==> src/rtl/multi_signal_tracker.sv <==
// multi_signal_tracker: timestamps per-channel pulses against a shared signed
// time base, range-checks a per-channel value across each pulse, and queues
// completed pulse records into one shared FIFO with a valid/ready output.
//
// state  | meaning
// IDLE   | waiting for the start edge at the current polarity setting
// ACTIVE | pulse in progress; polarity latched, accumulating the range check
module multi_signal_tracker #(
    parameter int NUM_CHANNELS = 4,
    parameter int TIME_WIDTH   = 32,
    parameter int VALUE_WIDTH  = 32,
    parameter int FIFO_DEPTH   = 4,
    localparam int CW = (NUM_CHANNELS > 1) ? $clog2(NUM_CHANNELS) : 1
) (
    input  logic                                clk,
    input  logic                                rst,
    input  logic signed [TIME_WIDTH-1:0]        counter,
    input  logic [NUM_CHANNELS-1:0]             tracked_signal,
    input  logic [NUM_CHANNELS-1:0]             polarity,
    input  logic [NUM_CHANNELS*VALUE_WIDTH-1:0] value_in,
    input  logic [VALUE_WIDTH-1:0]              range_lo,
    input  logic [VALUE_WIDTH-1:0]              range_hi,
    input  logic                                clear_overflow,
    output logic                                out_valid,
    input  logic                                out_ready,
    output logic [CW-1:0]                       out_channel,
    output logic signed [TIME_WIDTH-1:0]        out_start,
    output logic signed [TIME_WIDTH-1:0]        out_end,
    output logic                                out_in_range,
    output logic [NUM_CHANNELS-1:0]             overflow
);

    localparam int AW = $clog2(FIFO_DEPTH);
    localparam logic [AW:0] DEPTH_CNT = (AW+1)'(FIFO_DEPTH);

    typedef enum logic {IDLE, ACTIVE} ch_state_t;

    ch_state_t                    state [NUM_CHANNELS];
    logic [NUM_CHANNELS-1:0]      sig_q;
    logic [NUM_CHANNELS-1:0]      pol_q;
    logic [NUM_CHANNELS-1:0]      acc;
    logic signed [TIME_WIDTH-1:0] start_ts [NUM_CHANNELS];

    logic [NUM_CHANNELS-1:0]      pend_valid;
    logic [NUM_CHANNELS-1:0]      pend_acc;
    logic signed [TIME_WIDTH-1:0] pend_start [NUM_CHANNELS];
    logic signed [TIME_WIDTH-1:0] pend_end   [NUM_CHANNELS];

    logic [NUM_CHANNELS-1:0]      in_range;
    logic [NUM_CHANNELS-1:0]      start_edge;
    logic [NUM_CHANNELS-1:0]      end_edge;
    logic [NUM_CHANNELS-1:0]      grant;
    logic [NUM_CHANNELS-1:0]      ov_set;
    logic                         grant_any;
    logic [CW-1:0]                grant_idx;

    logic [CW-1:0]                mem_ch    [FIFO_DEPTH];
    logic signed [TIME_WIDTH-1:0] mem_start [FIFO_DEPTH];
    logic signed [TIME_WIDTH-1:0] mem_end   [FIFO_DEPTH];
    logic [FIFO_DEPTH-1:0]        mem_acc;
    logic [AW-1:0]                wr_ptr;
    logic [AW-1:0]                rd_ptr;
    logic [AW:0]                  count;
    logic                         full;
    logic                         pop;
    logic                         space;

    assign out_valid    = (count != '0);
    assign full         = (count == DEPTH_CNT);
    assign pop          = out_valid & out_ready;
    assign space        = ~full | pop;
    assign out_channel  = mem_ch[rd_ptr];
    assign out_start    = mem_start[rd_ptr];
    assign out_end      = mem_end[rd_ptr];
    assign out_in_range = mem_acc[rd_ptr];

    // Per-channel range check and edge detection; polarity comes from the
    // live input while idle and from the latched copy during a pulse.
    always_comb begin
        in_range   = '0;
        start_edge = '0;
        end_edge   = '0;
        ov_set     = '0;
        for (int i = 0; i < NUM_CHANNELS; i++) begin
            in_range[i]   = (value_in[i*VALUE_WIDTH +: VALUE_WIDTH] >= range_lo) &&
                            (value_in[i*VALUE_WIDTH +: VALUE_WIDTH] <= range_hi);
            start_edge[i] = (state[i] == IDLE) && (tracked_signal[i] != sig_q[i]) &&
                            (tracked_signal[i] != polarity[i]);
            end_edge[i]   = (state[i] == ACTIVE) && (tracked_signal[i] != sig_q[i]) &&
                            (tracked_signal[i] == pol_q[i]);
            ov_set[i]     = end_edge[i] & pend_valid[i] & ~grant[i];
        end
    end

    // Fixed-priority arbiter: lowest-index pending slot wins when the FIFO has room.
    always_comb begin
        grant     = '0;
        grant_any = 1'b0;
        grant_idx = '0;
        if (space) begin
            for (int i = 0; i < NUM_CHANNELS; i++) begin
                if (pend_valid[i] && !grant_any) begin
                    grant[i]  = 1'b1;
                    grant_any = 1'b1;
                    grant_idx = CW'(i);
                end
            end
        end
    end

    // Channel FSMs and pending slots; a slot granted this cycle can take a new record.
    always_ff @(posedge clk) begin
        if (rst) begin
            sig_q      <= tracked_signal;
            pol_q      <= '0;
            acc        <= '0;
            pend_valid <= '0;
            pend_acc   <= '0;
            for (int i = 0; i < NUM_CHANNELS; i++) begin
                state[i]      <= IDLE;
                start_ts[i]   <= '0;
                pend_start[i] <= '0;
                pend_end[i]   <= '0;
            end
        end else begin
            sig_q <= tracked_signal;
            for (int i = 0; i < NUM_CHANNELS; i++) begin
                case (state[i])
                    IDLE: begin
                        if (start_edge[i]) begin
                            state[i]    <= ACTIVE;
                            pol_q[i]    <= polarity[i];
                            start_ts[i] <= counter;
                            acc[i]      <= in_range[i];
                        end
                    end
                    ACTIVE: begin
                        if (end_edge[i]) state[i] <= IDLE;
                        else             acc[i]   <= acc[i] & in_range[i];
                    end
                    default: state[i] <= IDLE;
                endcase

                if (end_edge[i] && (!pend_valid[i] || grant[i])) begin
                    pend_valid[i] <= 1'b1;
                    pend_start[i] <= start_ts[i];
                    pend_end[i]   <= counter;
                    pend_acc[i]   <= acc[i];
                end else if (grant[i]) begin
                    pend_valid[i] <= 1'b0;
                end
            end
        end
    end

    // Sticky overflow flags; a drop in the same cycle as a clear keeps its bit set.
    always_ff @(posedge clk) begin
        if (rst) overflow <= '0;
        else     overflow <= (clear_overflow ? '0 : overflow) | ov_set;
    end

    // Shared record FIFO, one push and one pop per cycle at most.
    always_ff @(posedge clk) begin
        if (rst) begin
            wr_ptr  <= '0;
            rd_ptr  <= '0;
            count   <= '0;
            mem_acc <= '0;
            for (int j = 0; j < FIFO_DEPTH; j++) begin
                mem_ch[j]    <= '0;
                mem_start[j] <= '0;
                mem_end[j]   <= '0;
            end
        end else begin
            if (grant_any) begin
                mem_ch[wr_ptr]    <= grant_idx;
                mem_start[wr_ptr] <= pend_start[grant_idx];
                mem_end[wr_ptr]   <= pend_end[grant_idx];
                mem_acc[wr_ptr]   <= pend_acc[grant_idx];
                wr_ptr            <= wr_ptr + AW'(1);
            end
            if (pop) rd_ptr <= rd_ptr + AW'(1);
            case ({grant_any, pop})
                2'b10:   count <= count + (AW+1)'(1);
                2'b01:   count <= count - (AW+1)'(1);
                default: count <= count;
            endcase
        end
    end

endmodule

==> config.mk <==
export PLATFORM = sky130hd
export DESIGN_NAME = multi_signal_tracker
export DESIGN_NICKNAME = d
export VERILOG_FILES = /design/src/rtl/multi_signal_tracker.sv
export SDC_FILE = /design/constraint.sdc
export NUM_CORES = 1
export LEC_CHECK = 0
export CAP_MARGIN = 20
export CORE_ASPECT_RATIO = 1.2
export CORE_MARGIN = 5
export CORE_UTILIZATION = 63
export DETAILED_ROUTE_END_ITERATION = 10
export PLACE_DENSITY = 0.86
export SYNTH_ARGS = -nofsm -noshare
export SYNTH_HDL_FRONTEND = slang
export SYNTH_SLANG_ARGS = --single-unit
export TNS_END_PERCENT = 100
==> constraint.sdc <==
create_clock -name clk -period 5.15 [get_ports clk]
set_clock_uncertainty 0.05 [all_clocks]
set_input_delay 0.7725 -clock clk [delete_from_list [all_inputs] [get_ports clk]]
set_output_delay 0.7725 -clock clk [all_outputs]
set_load 0.01 [all_outputs]
# Yosys cells after proc, flatten, opt, wreduce, memory -nomap -nowiden
# Memory sizes are Yosys's and may differ from the RTL's. A register that Yosys moved wholly into a read port is not among the register bits.
# Cells that the tools add are included.
# word_totals
regBits,35
mem_bits_rw,652
inputBits,236
out_inout_bits,72
mem_count,7
# mem_list
memory,depth,word_bits,read_ports,rd_clocked_by_memory_dff,write_ports,line,rtl
mem_end,4,32,1,1,4,59,logic signed [TIME_WIDTH-1:0] mem_end [FIFO_DEPTH];
mem_start,4,32,1,1,4,58,logic signed [TIME_WIDTH-1:0] mem_start [FIFO_DEPTH];
pend_end,4,32,1,0,4,47,logic signed [TIME_WIDTH-1:0] pend_end [NUM_CHANNELS];
pend_start,4,32,1,0,4,46,logic signed [TIME_WIDTH-1:0] pend_start [NUM_CHANNELS];
start_ts,4,32,4,0,4,42,logic signed [TIME_WIDTH-1:0] start_ts [NUM_CHANNELS];
mem_ch,4,2,1,1,4,57,logic [CW-1:0] mem_ch [FIFO_DEPTH];
1 more memories,-,-,-,-,-,-,
# classes
addsub,4
n_lt_le_gt_ge,12
eq_ne,23
muxes,129
n_bitwise,44
n_reduce_logical,56
# op_table
op,n
two-way mux 32 bit,14
greater-or-equal comparator 32 bit,4
<= comparator 32 bit,4
two-way mux 1 bit,91
OR reduction 32 bit,2
logical AND 1 bit,28
two-way mux 2 bit,13
bitwise OR 1 bit,21
inequality test 2 bit (second input constant),8
AND reduction 2 bit,8
bitwise AND 1 bit,13
nonzero test 2 bit,5
less-than comparator 2 x 3 -> 1 bit (second input constant),3
NOT 1 bit,9
two-way mux 4 bit,2
inequality test 1 bit,8
one-hot mux 1 bit (2 select lines),4
logical NOT 1 bit,7
one-hot mux 3 bit (2 select lines),1
adder 2 x 1 -> 2 bit (second input constant),2
binary-select mux 1 bit (select 2 bit),2
bitwise mux 4 bit,1
== test 1 bit,4
logical OR 1 bit,4
other kinds (10),10

# Depth between registers and ports, before layout
# Gate-level depths: netlist of run 1.
# depth
ltp_word,22
mapped_depth,9
depth_no_buf,9

# Worst setup path before layout of run 1
# Ideal clock, no wire load.
# synth_timing
path_kind,input port to flip-flop
startpoint,input port rst
endpoint,memory mem_ch[0][0] (netlist bit) (enable)
setup_ns,0.435
arrival_time_ns,3.197
required_ns,4.665
path_slack_ns,1.468
path_stages,4
n_path_buf,3
path_cell_list,clkbuf_1 clkbuf_1 clkbuf_1 nand2b_1
# synth_lines
item,line,rtl
start: declaration,16,"input logic rst,"
end: declaration,57,

==> results of run 1 <==
[layout make-up]
cell class | instances | area, um2
clock inverters | 23 | 141
diodes | 5 | 12.5
inverters | 78 | 293
repair buffers | 343 | 3430
fillers | 3253 | 14000
well taps | 712 | 891
clock buffers | 77 | 1500
multi-input cells | 1663 | 13200
flip-flops and latches | 689 | 20300
[cells by family after synthesis]
logic type	count (synthesis)
adders and majority gates	262
AOI/OAI and AO/OA	377
muxes	78
xor gates and xnor gates	5
DFF	689
and+or+nand+nor	941
buffers and inverters	192
[worst reg2reg max path, cell delays in order (launching register included)]
cell and delay (ns):
dfxtp_1 0.42, nor2_1 0.15, a21oi_2 0.43, nand2b_2 0.08
buf_4 0.26, nor2_1 0.24, nand2_2 0.10, nand2b_2 0.68
buf_12 0.42
[synthesized netlist by cell type, types with 3 or more instances]
| cell type | number |
|---|---|
| nand3_1 | 17 |
| a211oi_1 | 12 |
| o22a_1 | 64 |
| o41ai_1 | 3 |
| o31ai_1 | 4 |
| a21o_1 | 14 |
| a21oi_1 | 123 |
| nand4_1 | 48 |
| o221ai_2 | 40 |
| o21ai_1 | 6 |
| mux2i_1 | 9 |
| nand2_1 | 71 |
| o211ai_1 | 4 |
| clkbuf_1 | 71 |
| or3_1 | 4 |
| or4b_1 | 3 |
| ha_1 | 261 |
| nand2b_1 | 22 |
| buf_6 | 6 |
| nand3b_1 | 6 |
| a2111oi_0 | 10 |
| xor2_1 | 3 |
| inv_1 | 78 |
| nor2_1 | 324 |
| nor4_1 | 10 |
| o21ai_0 | 50 |
| mux4_2 | 67 |
| buf_1 | 6 |
| buf_2 | 26 |
| nor3_1 | 7 |
| a21boi_0 | 6 |
| or2_2 | 5 |
| and2_1 | 386 |
| o311ai_0 | 3 |
| buf_4 | 5 |
| o221ai_4 | 20 |
| o221ai_1 | 4 |
| edfxtp_1 | 652 |
| nor2b_1 | 19 |
| nor3b_1 | 3 |
| dfxtp_1 | 37 |
[metrics by stage]
stage | power (mW) | setup WS, ns
floorplan | 8.09 | 1.47
global placement | 9.09 | 1.25
detailed placement | 9.18 | 1.16
CTS | 13.1 | 1.23
global route | 13.5 | 1.14
finish | 13.1 | 1.29
[state kept, by name (all words and copies together), names as in the netlist, named ones only]
| name | count |
|---|---|
| overflow | 4 |
| pend_valid | 4 |
| wr_ptr | 2 |
| start_ts | 128 |
| pend_end | 128 |
| pend_acc | 4 |
| count | 3 |
| pend_start | 128 |
| mem_ch | 8 |
| state | 4 |
| rd_ptr | 2 |
| pol_q | 4 |
| sig_q | 4 |
| mem_start | 128 |
| acc | 4 |
| mem_acc | 4 |
| mem_end | 128 |
[how the worst max path moves through the flow]
| stage | to | cells after the start |
|---|---|---|
| final | out_start[3] | 3 |
| after global routing | out_channel[0] | 3 |
| after floorplan | mem_ch[0][0] | 4 |
| after global placement | mem_end[0][19] | 9 |
| after CTS | out_start[7] | 3 |
| after detailed placement | mem_end[0][11] | 9 |
[metal layers]
layer | global-route usage | wire (um) | vias to the layer above
li1 | - | - | 10065
met1 | 0.381 | 33300 | 11143
met2 | 0.550 | 48200 | 1287
met3 | 0.0525 | 7600 | 271
met4 | 0.126 | 3940 | 18
met5 | 0 | 112 | -
[layout by cell type (no fill, tap or decap), drive strengths merged, types with 5 or more instances in the layout]
cell and instances:
edfxtp 652, and2 386, nor2 324, clkdlybuf4s50 306, ha 261, a21oi 124
inv 79, clkbuf 77, nand2 73, mux4 67, o22a 64, o221ai 64
o21ai 56, nand4 48, dfxtp 37, buf 37, nand2b 22, clkinv 20
nor2b 19, nand3 18, a21o 14, a211oi 12, a2111oi 11, nor4 10
mux2i 9, nor3 7, nand3b 7, a21boi 6, or2 6, diode 5
[power by group]
group          switching (mW)  internal, mW
Combinational            1.26          1.13
Clock                    1.87          2.08
Sequential              0.214          6.49
Total                    3.35          9.70
==> key figures, run 1 <==
Logic synthesis
  • Fraction of the mapped netlist area in simple logic gates: 0.144
  • Sequential-to-total area share from yosys stat: 0.594
  • Proportion of synthesized area in mux cells: 0.0474
  • Share of the synthesized area in compound gates (AO/OA/AOI/OAI): 0.0930
  • Mapped cell area: about 34000 um2
  • Leading cell types by total area after synthesis: edfxtp_1 (57%), ha_1 (9.5%), and2_1 (7.1%)
  • Distinct cells, synth: 69
  • Asr flop ratio synth: 0
  • Synthesized netlist net count: around 3000
  • Ys Warns: 0
  • Synthesis-stage register bit count: 689
  • Xor/xnor cell area share of the yosys netlist: 0.00128
  • Average size of a mapped cell: 13.4 um2
  • Ys flop type: edfxtp_1
  • Share of synthesized cell area in full adder, half adder and majority cells: 0.0960
  • Top cell type's share of synthesized area: 0.572
  • Cells after synthesis: approximately 2500
  • Largest family of logic cells by synthesized area: simple AND/OR/NAND/NOR gates
  • Number of synthesized flops with an enable pin: around 650
  • Cell taking the most area after synthesis: edfxtp_1

Place
  • Placed cells: roughly 3500
  • Number of port buffers: a little over 300
  • Area post-placement: around 38000 um2
  • GP Congestion: 0.946
  • Post-detail-place hpwl: between 60000 and 70000 um

Floorplanning
  • Core region area: 53800 um2
  • I/O pins: 308
  • Floorplan die area: between 50000 and 60000 um2
  • X dimension of the die: between 200 and 250 um
  • Standard-cell rows: 93
  • Starting density of the core: 0.636
  • Height of the die: approximately 270 um

Layout
  • Cell Count, Final, Fillers Out: about 3600
  • Growth of design area from synthesis to finish: 16.2%
  • Finished Cell Area: a little under 40000 um2
  • Share of layout cells above drive strength 1: 0.0933
  • Final net count: between 3000 and 4000
  • Final Util: 0.739

Timing
  • Setup repair after global routing missed its margin: no
  • Share of the clock period used by the worst path after layout: 0.749
  • Transition time at the pin with the least slew margin: about 1.1 ns
  • Max-Slew Margin vs Limit: 0.260
  • Fin. Hold Viols: 0
  • Fin Setup TNS: 0 ns
  • Setup-failing EPs final: 0
  • Max Slew Vio Count: 0
  • Max frequency: 259 MHz
  • Final hold slack: between 0.4 and 0.5 ns
  • Min Tclk post-route: approximately 3.9 ns

Power and ir drop
  • Worst ir drop on vdd: 0.253 mV
  • P_leak: ~15 nW
  • Total power divided by cell area: about 330 nW/um2

Critical path
  • Crit. End Element: output pin
  • Worst path buffer plus inverter count: 2
  • Data required time at the worst endpoint: approximately 4.3 ns
  • Reg2Reg Depth: 8
  • Sort of element at the start of the critical path: register
  • Cell class contributing the biggest share of worst-path delay: buffers and inverters
  • Flop2flop setup slack: 1.98 ns
  • Worst-path fanout max: 34
  • R2r endpoint: mem_end[0][3]
  • Biggest cell delay along the critical path: ~0.8 ns
  • Worst path arrival time: 3.03 ns
  • Worst reg2reg path startpoint: pend_valid[1]
  • CP cell instances: buf_12 -> mux4_2 -> clkdlybuf4s50_1
  • Max stage delay cell, worst path: dfxtp_4
  • Classification of the worst setup path: reg -> out

Route
  • Remaining design rule violation count: 0
  • Final WL: roughly 93000 um
  • Antenna viol nets, final: 0
  • Drt first-iter violations: about 2400
  • Routed wire length per instance: about 26 um
  • Number of iterations in the first detailed-routing pass: 6
  • Number of vias after detailed routing: about 23000
  • Via density: 6.35

CTS
  • Setup bufs post-CTS: 0
  • CTS tree: built
  • Maximum count of clock buffers along a single path: 3
  • Hold buffer count at cts: 0
  • Clock latency at the later pin of the worst-skew pair: around 0.60 ns
  • Clk Tree Root Cell: clkbuf_16
  • Max H-tree Level: 2
  • Number of clock buffers inserted by TritonCTS: 56
  • Cells resized by post-CTS repair: 0
  • Clk sink count: about 690
  • Clock slew at reported path FFs: 0.06 ns

Job
  • Max-cap violations: 0

GRT
  • Number of antenna violations at the first check in global routing: 15
  • Maximum number of pins on one net before global-route repair: 67
  • Overall fraction of global-route tracks in use: 0.310
  • Vias in the first global route: approximately 24000
  • Wire length of the first global-routing pass: 141000 um
  • Aggregate global routing overflow: 0

Min path
  • WHS Path Cells: 2
  • End of the worst hold path: mem_acc[1]
  • Launch point of the worst hold path: mem_acc[1]
  • Path type of the worst min-delay path: reg -> reg

Outcome
  • Run status: completed
No activity file was read; power rests on OpenSTA's default activity.
==> inputs of run 2 (changes only) <==
- CORE_UTILIZATION: 63 -> 58
- PLACE_DENSITY: 0.86 -> 0.8
- clock period: 5.15 -> 3.7 ns (I/O delays scaled with it)
==> key figures, run 2 (synthesized netlist as in run 1, its figures left out) <==
Place
  • Post-detail-place hpwl: 63400 um (+3.2%)
  • Number of port buffers: 307 (unchanged)
  • GP Congestion: 0.980 (+3.5%)

CTS
  • Cells resized by post-CTS repair: 0 (unchanged)
  • Clk Tree Root Cell: clkbuf_16
  • CTS tree: built
  • Clock latency at the later pin of the worst-skew pair: 0.62 ns (+0.02 ns)
  • Maximum count of clock buffers along a single path: 3 (unchanged)
  • Clock slew at reported path FFs: 0.06 ns (about the same)
  • Setup bufs post-CTS: 0 (unchanged)
  • Hold buffer count at cts: 0 (unchanged)
  • Max H-tree Level: 2 (unchanged)
  • Clk sink count: 689 (unchanged)
  • Number of clock buffers inserted by TritonCTS: 58 (+3.6%)

Min path
  • Path type of the worst min-delay path: in -> reg

Critical path
  • Worst-path fanout max: 65 (+91%)
  • Worst path arrival time: 2.68 ns (-0.35 ns)
  • Critical path destination: out_end[27]
  • Max stage delay cell, worst path: mux4_2
  • Classification of the worst setup path: reg -> out
  • Sort of element at the start of the critical path: register
  • Worst reg2reg path startpoint: count[0]
  • Biggest cell delay along the critical path: 0.63 ns (-0.19 ns)
  • Flop2flop setup slack: 1.00 ns (-0.98 ns)
  • CP cell instances: buf_12 -> mux4_2 -> clkdlybuf4s50_1
  • Data required time at the worst endpoint: 3.09 ns (-1.24 ns)
  • Crit. End Element: output pin
  • R2r endpoint: mem_start[1][3]
  • Reg2Reg Depth: 6 (-2)

Layout
  • Most common library cell in the layout ignoring fill and taps: edfxtp_1
  • Fillers: 3935 (+21%)
  • Final net count: 3351 (+0.66%)
  • Share of layout cells above drive strength 1: 0.101 (+0.00779)
  • Highest-count cells in the layout ignoring fill and taps: edfxtp_1 (652), and2_1 (386), nor2_1 (321), clkdlybuf4s50_1 (306), ha_1 (261)
  • Growth of design area from synthesis to finish: 17.8%

Route
  • Antenna viol nets, final: 0 (unchanged)
  • Remaining design rule violation count: 0 (unchanged)
  • Number of iterations in the first detailed-routing pass: 5 (-1)
  • Routed wire length per instance: 25.4 um (-2.2%)
  • Drt first-iter violations: 2053 (-15%)
  • Via density: 6.02 (-5.1%)
  • Number of vias after detailed routing: 22255 (-2.3%)
  • Final WL: 93700 um (+0.66%)

Floorplanning
  • X dimension of the die: 232 um (+4.0%)
  • Floorplan die area: 64000 um2 (+8.3%)
  • I/O pins: 308 (unchanged)
  • Height of the die: 276 um (+4.1%)
  • Starting density of the core: 0.586 (-0.0503)
  • Standard-cell rows: 97 (+4.3%)
  • Core region area: 58400 um2 (+8.6%)

Timing
  • Setup repair after global routing missed its margin: no
  • Setup-failing EPs final: 0 (unchanged)
  • Max-Slew Margin vs Limit: 0.295 (+0.0350)
  • Final hold slack: 0.353 ns (-0.0776 ns)
  • Transition time at the pin with the least slew margin: 1.05 ns (-0.0342 ns)
  • Fin. Hold Viols: 0 (unchanged)
  • Share of the clock period used by the worst path after layout: 0.888
  • Max frequency: slightly above 300 MHz
  • Max Slew Vio Count: 0 (unchanged)
  • Min Tclk post-route: roughly 3.3 ns
  • Fin Setup TNS: 0 ns (unchanged)

GRT
  • Aggregate global routing overflow: 0 (unchanged)
  • Met2 global-route usage: 0.514 (-0.0357)
  • Wire length of the first global-routing pass: 141000 um (-0.12%)
  • Overall fraction of global-route tracks in use: 0.288 (-0.0217)
  • Busiest layer in global routing: met2
  • Met1 capacity usage during global routing: 0.354 (-0.0267)
  • Vias in the first global route: 23443 (-2.7%)
  • Maximum number of pins on one net before global-route repair: 67 (unchanged)
  • Number of antenna violations at the first check in global routing: 5 (-10)
  • Global routing met3 resource utilization: 0.0436 (-0.00893)

Job
  • Max-cap violations: 0 (unchanged)

Power and ir drop
  • Total power divided by cell area: 459 nW/um2 (+40%)
  • Worst ir drop on vdd: 0.372 mV (+47%)
  • P_leak: 15.2 nW (+1.5%)

Outcome
  • Run status: completed
==> run 2: worst min-delay path by stage <==
stage / start / cells past startpoint / end
floorplan: mem_acc[2] / 2 / mem_acc[2]
global placement: mem_acc[3] / 2 / mem_acc[3]
detailed placement: mem_acc[2] / 2 / mem_acc[2]
CTS: rst / 2 / count[1]
global route: rst / 2 / count[1]
finish: rst / 2 / count[1]
==> run 2: final cells by class <==
cell class                      count  area [um2]  area share
Antenna cell                        3        7.51    0.000186
Clock buffer                       79        1530      0.0380
Clock inverter                     27         248     0.00615
Inverter                           78         293     0.00727
Multi-Input combinational cell   1663       13100       0.326
Sequential cell                   689       20300       0.504
Tap cell                          792         991      0.0246
Timing Repair Buffer              363        3750      0.0931
==> run 2: per-stage QoR <==
step           setup WS [ns]  total power, mW   util  std cells  instance area, um2
2_1_floorplan          0.236             11.3      -       2544               34200
3_3_place_gp           0.295             12.8  0.660       3585               38500
3_5_place_dp           0.290             12.9  0.660       3585               38500
4_1_cts                0.350             18.6  0.690       3691               40300
5_1_grt                0.297             19.2  0.690       3693               40300
6_report               0.416             18.5  0.690       3694               40300
==> run 2: routing by layer <==
metal	share of wire	vias up
met5	0.00042	-
met4	0.040	6
met3	0.073	175
met2	0.53	1021
met1	0.36	10938
li1	-	10115
==> run 2: power breakdown <==
part           total [mW]  internal [mW]  switching (mW)  leakage [nW]
Clock                5.82           3.18            2.64         0.857
Combinational        3.46           1.61            1.85          7.20
Sequential           9.23           9.03           0.199          7.10
Total                18.5           13.8            4.69          15.2
==> run 2: worst max-delay path, delay by kind of cell, from the launching register on <==
kind	cells	cell delay, ns
flip-flops	1	0.39
multiplexers	1	0.63
buffers and inverters	2	0.95
==> inputs of run 3 (changes only) <==
- CORE_UTILIZATION: 58 -> 64
- DONT_BUFFER_PORTS: unset -> 1
==> key figures, run 3 (synthesized netlist as in run 1, its figures left out) <==
Outcome
  • Run status: completed

Critical path
  • Cell class contributing the biggest share of worst-path delay: multiplexers
  • Crit. End Element: output pin
  • Worst path arrival time: 2.41 ns (-0.27 ns)
  • Worst-path fanout max: 20 (-69%)
  • Flop2flop setup slack: 0.73 ns (-0.27 ns)
  • Biggest cell delay along the critical path: 0.68 ns (+0.05 ns)
  • Classification of the worst setup path: reg -> out
  • Max stage delay cell, worst path: mux4_2
  • Sort of element at the start of the critical path: register
  • Worst path buffer plus inverter count: 1 (-1)
  • CP cell instances: buf_4 -> mux4_2
  • Data required time at the worst endpoint: 3.09 ns (about the same)

Floorplanning
  • Floorplan die area: 58200 um2 (-9.0%)
  • Height of the die: 263 um (-4.6%)
  • Standard-cell rows: 92 (-5.2%)
  • Starting density of the core: 0.649 (+0.0629)
  • Core region area: 52700 um2 (-9.7%)
  • I/O pins: 308 (unchanged)
  • X dimension of the die: 221 um (-4.6%)

Route
  • Antenna viol nets, final: 0 (unchanged)
  • Via density: 6.67 (+11%)
  • Drt first-iter violations: 2657 (+29%)
  • Number of iterations in the first detailed-routing pass: 5 (unchanged)
  • Routed wire length per instance: 29.9 um (+18%)
  • Remaining design rule violation count: 0 (unchanged)
  • Final WL: 98500 um (+5.1%)
  • Number of vias after detailed routing: 21945 (-1.4%)

CTS
  • Setup bufs post-CTS: 0 (unchanged)
  • Clk sink count: 689 (unchanged)
  • Clock slew at reported path FFs: 0.07 ns (about the same)
  • Clock latency at the later pin of the worst-skew pair: 0.61 ns (about the same)
  • Max H-tree Level: 2 (unchanged)
  • Cells resized by post-CTS repair: 0 (unchanged)
  • Maximum count of clock buffers along a single path: 3 (unchanged)
  • CTS tree: built
  • Hold buffer count at cts: 6 (+6)
  • Number of clock buffers inserted by TritonCTS: 58 (unchanged)
  • Clk Tree Root Cell: clkbuf_16

Power and ir drop
  • Total Power: 18.3 mW (-1.2%)
  • Worst ir drop on vdd: 0.430 mV (+16%)
  • P_leak: 14.0 nW (-7.5%)
  • Total power divided by cell area: 492 nW/um2 (+7.1%)

Timing
  • Max-Slew Margin vs Limit: 0.208 (-0.0871)
  • Share of the clock period used by the worst path after layout: 0.814 (-0.0733)
  • Max frequency: 332 MHz (+9.0%)
  • Setup repair after global routing missed its margin: no
  • Max Slew Vio Count: 0 (unchanged)
  • Min Tclk post-route: 3.01 ns (-0.271 ns)
  • Setup-failing EPs final: 0 (unchanged)
  • Fin. Hold Viols: 0 (unchanged)
  • Transition time at the pin with the least slew margin: 1.19 ns (+0.140 ns)
  • Fin Setup TNS: 0 ns (unchanged)

Layout
  • Fillers: 3280 (-17%)
  • Share of layout cells above drive strength 1: 0.113 (+0.0115)
  • Antenna Cells: 0 (-3)
  • Most common library cell in the layout ignoring fill and taps: edfxtp_1
  • Highest-count cells in the layout ignoring fill and taps: edfxtp_1 (652), and2_1 (386), nor2_1 (321), ha_1 (261), a21oi_1 (123)
  • Growth of design area from synthesis to finish: 8.63%
  • Final Util: 0.705 (+0.0147)
  • Final net count: 3036 (-9.4%)

Min path
  • Path type of the worst min-delay path: in -> reg

GRT
  • Number of antenna violations at the first check in global routing: 0 (-5)
  • Aggregate global routing overflow: 0 (unchanged)
  • Overall fraction of global-route tracks in use: 0.333 (+0.0444)
  • Maximum number of pins on one net before global-route repair: 67 (unchanged)
  • Vias in the first global route: 22552 (-3.8%)
  • Wire length of the first global-routing pass: 146000 um (+3.9%)

Place
  • Post-detail-place hpwl: 63400 um (about the same)
  • Number of port buffers: 0 (-100%)
  • GP Congestion: 0.948 (-3.2%)

Job
  • Max-cap violations: 0 (unchanged)
run 3: per-layer routing:
layer,part of all wire,track usage
met5,0,0
met4,0.034,0.101
met3,0.10,0.0731
met2,0.53,0.602
met1,0.34,0.401
run 3: through the flow:
stage	instance area [um2]	std cells	setup WS, ns	hold WS (ns)
after floorplan	34200	2544	0.236	0.400
after global placement	35200	3177	0.633	0.409
after detailed placement	35200	3177	0.618	0.422
after CTS	37200	3290	0.621	0.0104
after global routing	37200	3290	0.525	0.0256
final	37200	3290	0.687	0.0748
run 3: area by class of cell:
class                   count  area [um2]  area share
repair buffers             48         538      0.0145
inverters                  78         293     0.00788
well taps                 705         882      0.0237
clock inverters            39         454      0.0122
flip-flops and latches    689       20300       0.547
multi-input cells        1663       13200       0.355
clock buffers              68        1490      0.0401
run 3: final timing paths:
check | startpoint | end | depth (start not counted)
max | register | out_end[3] | 2
max reg2reg | count[0] | mem_start[3][0] | 7
min | polarity[3] | pol_q[3] | 2
min reg2reg | mem_acc[0] | mem_acc[0] | 2
run 3: report_power, final:
group	switching, mW	internal, mW
Clock	2.76	3.52
Sequential	0.290	9.03
Combinational	1.64	1.03
Total	4.69	13.6
run 3: worst register-to-register path: stages, from the launching register on:
cell and delay [ns]:
dfxtp_1 0.36, or4b_1 0.67, nand2_2 0.14, or2_1 0.24, nand2_4 0.37, buf_12 0.35
o221ai_1 0.40, nor2_1 0.11
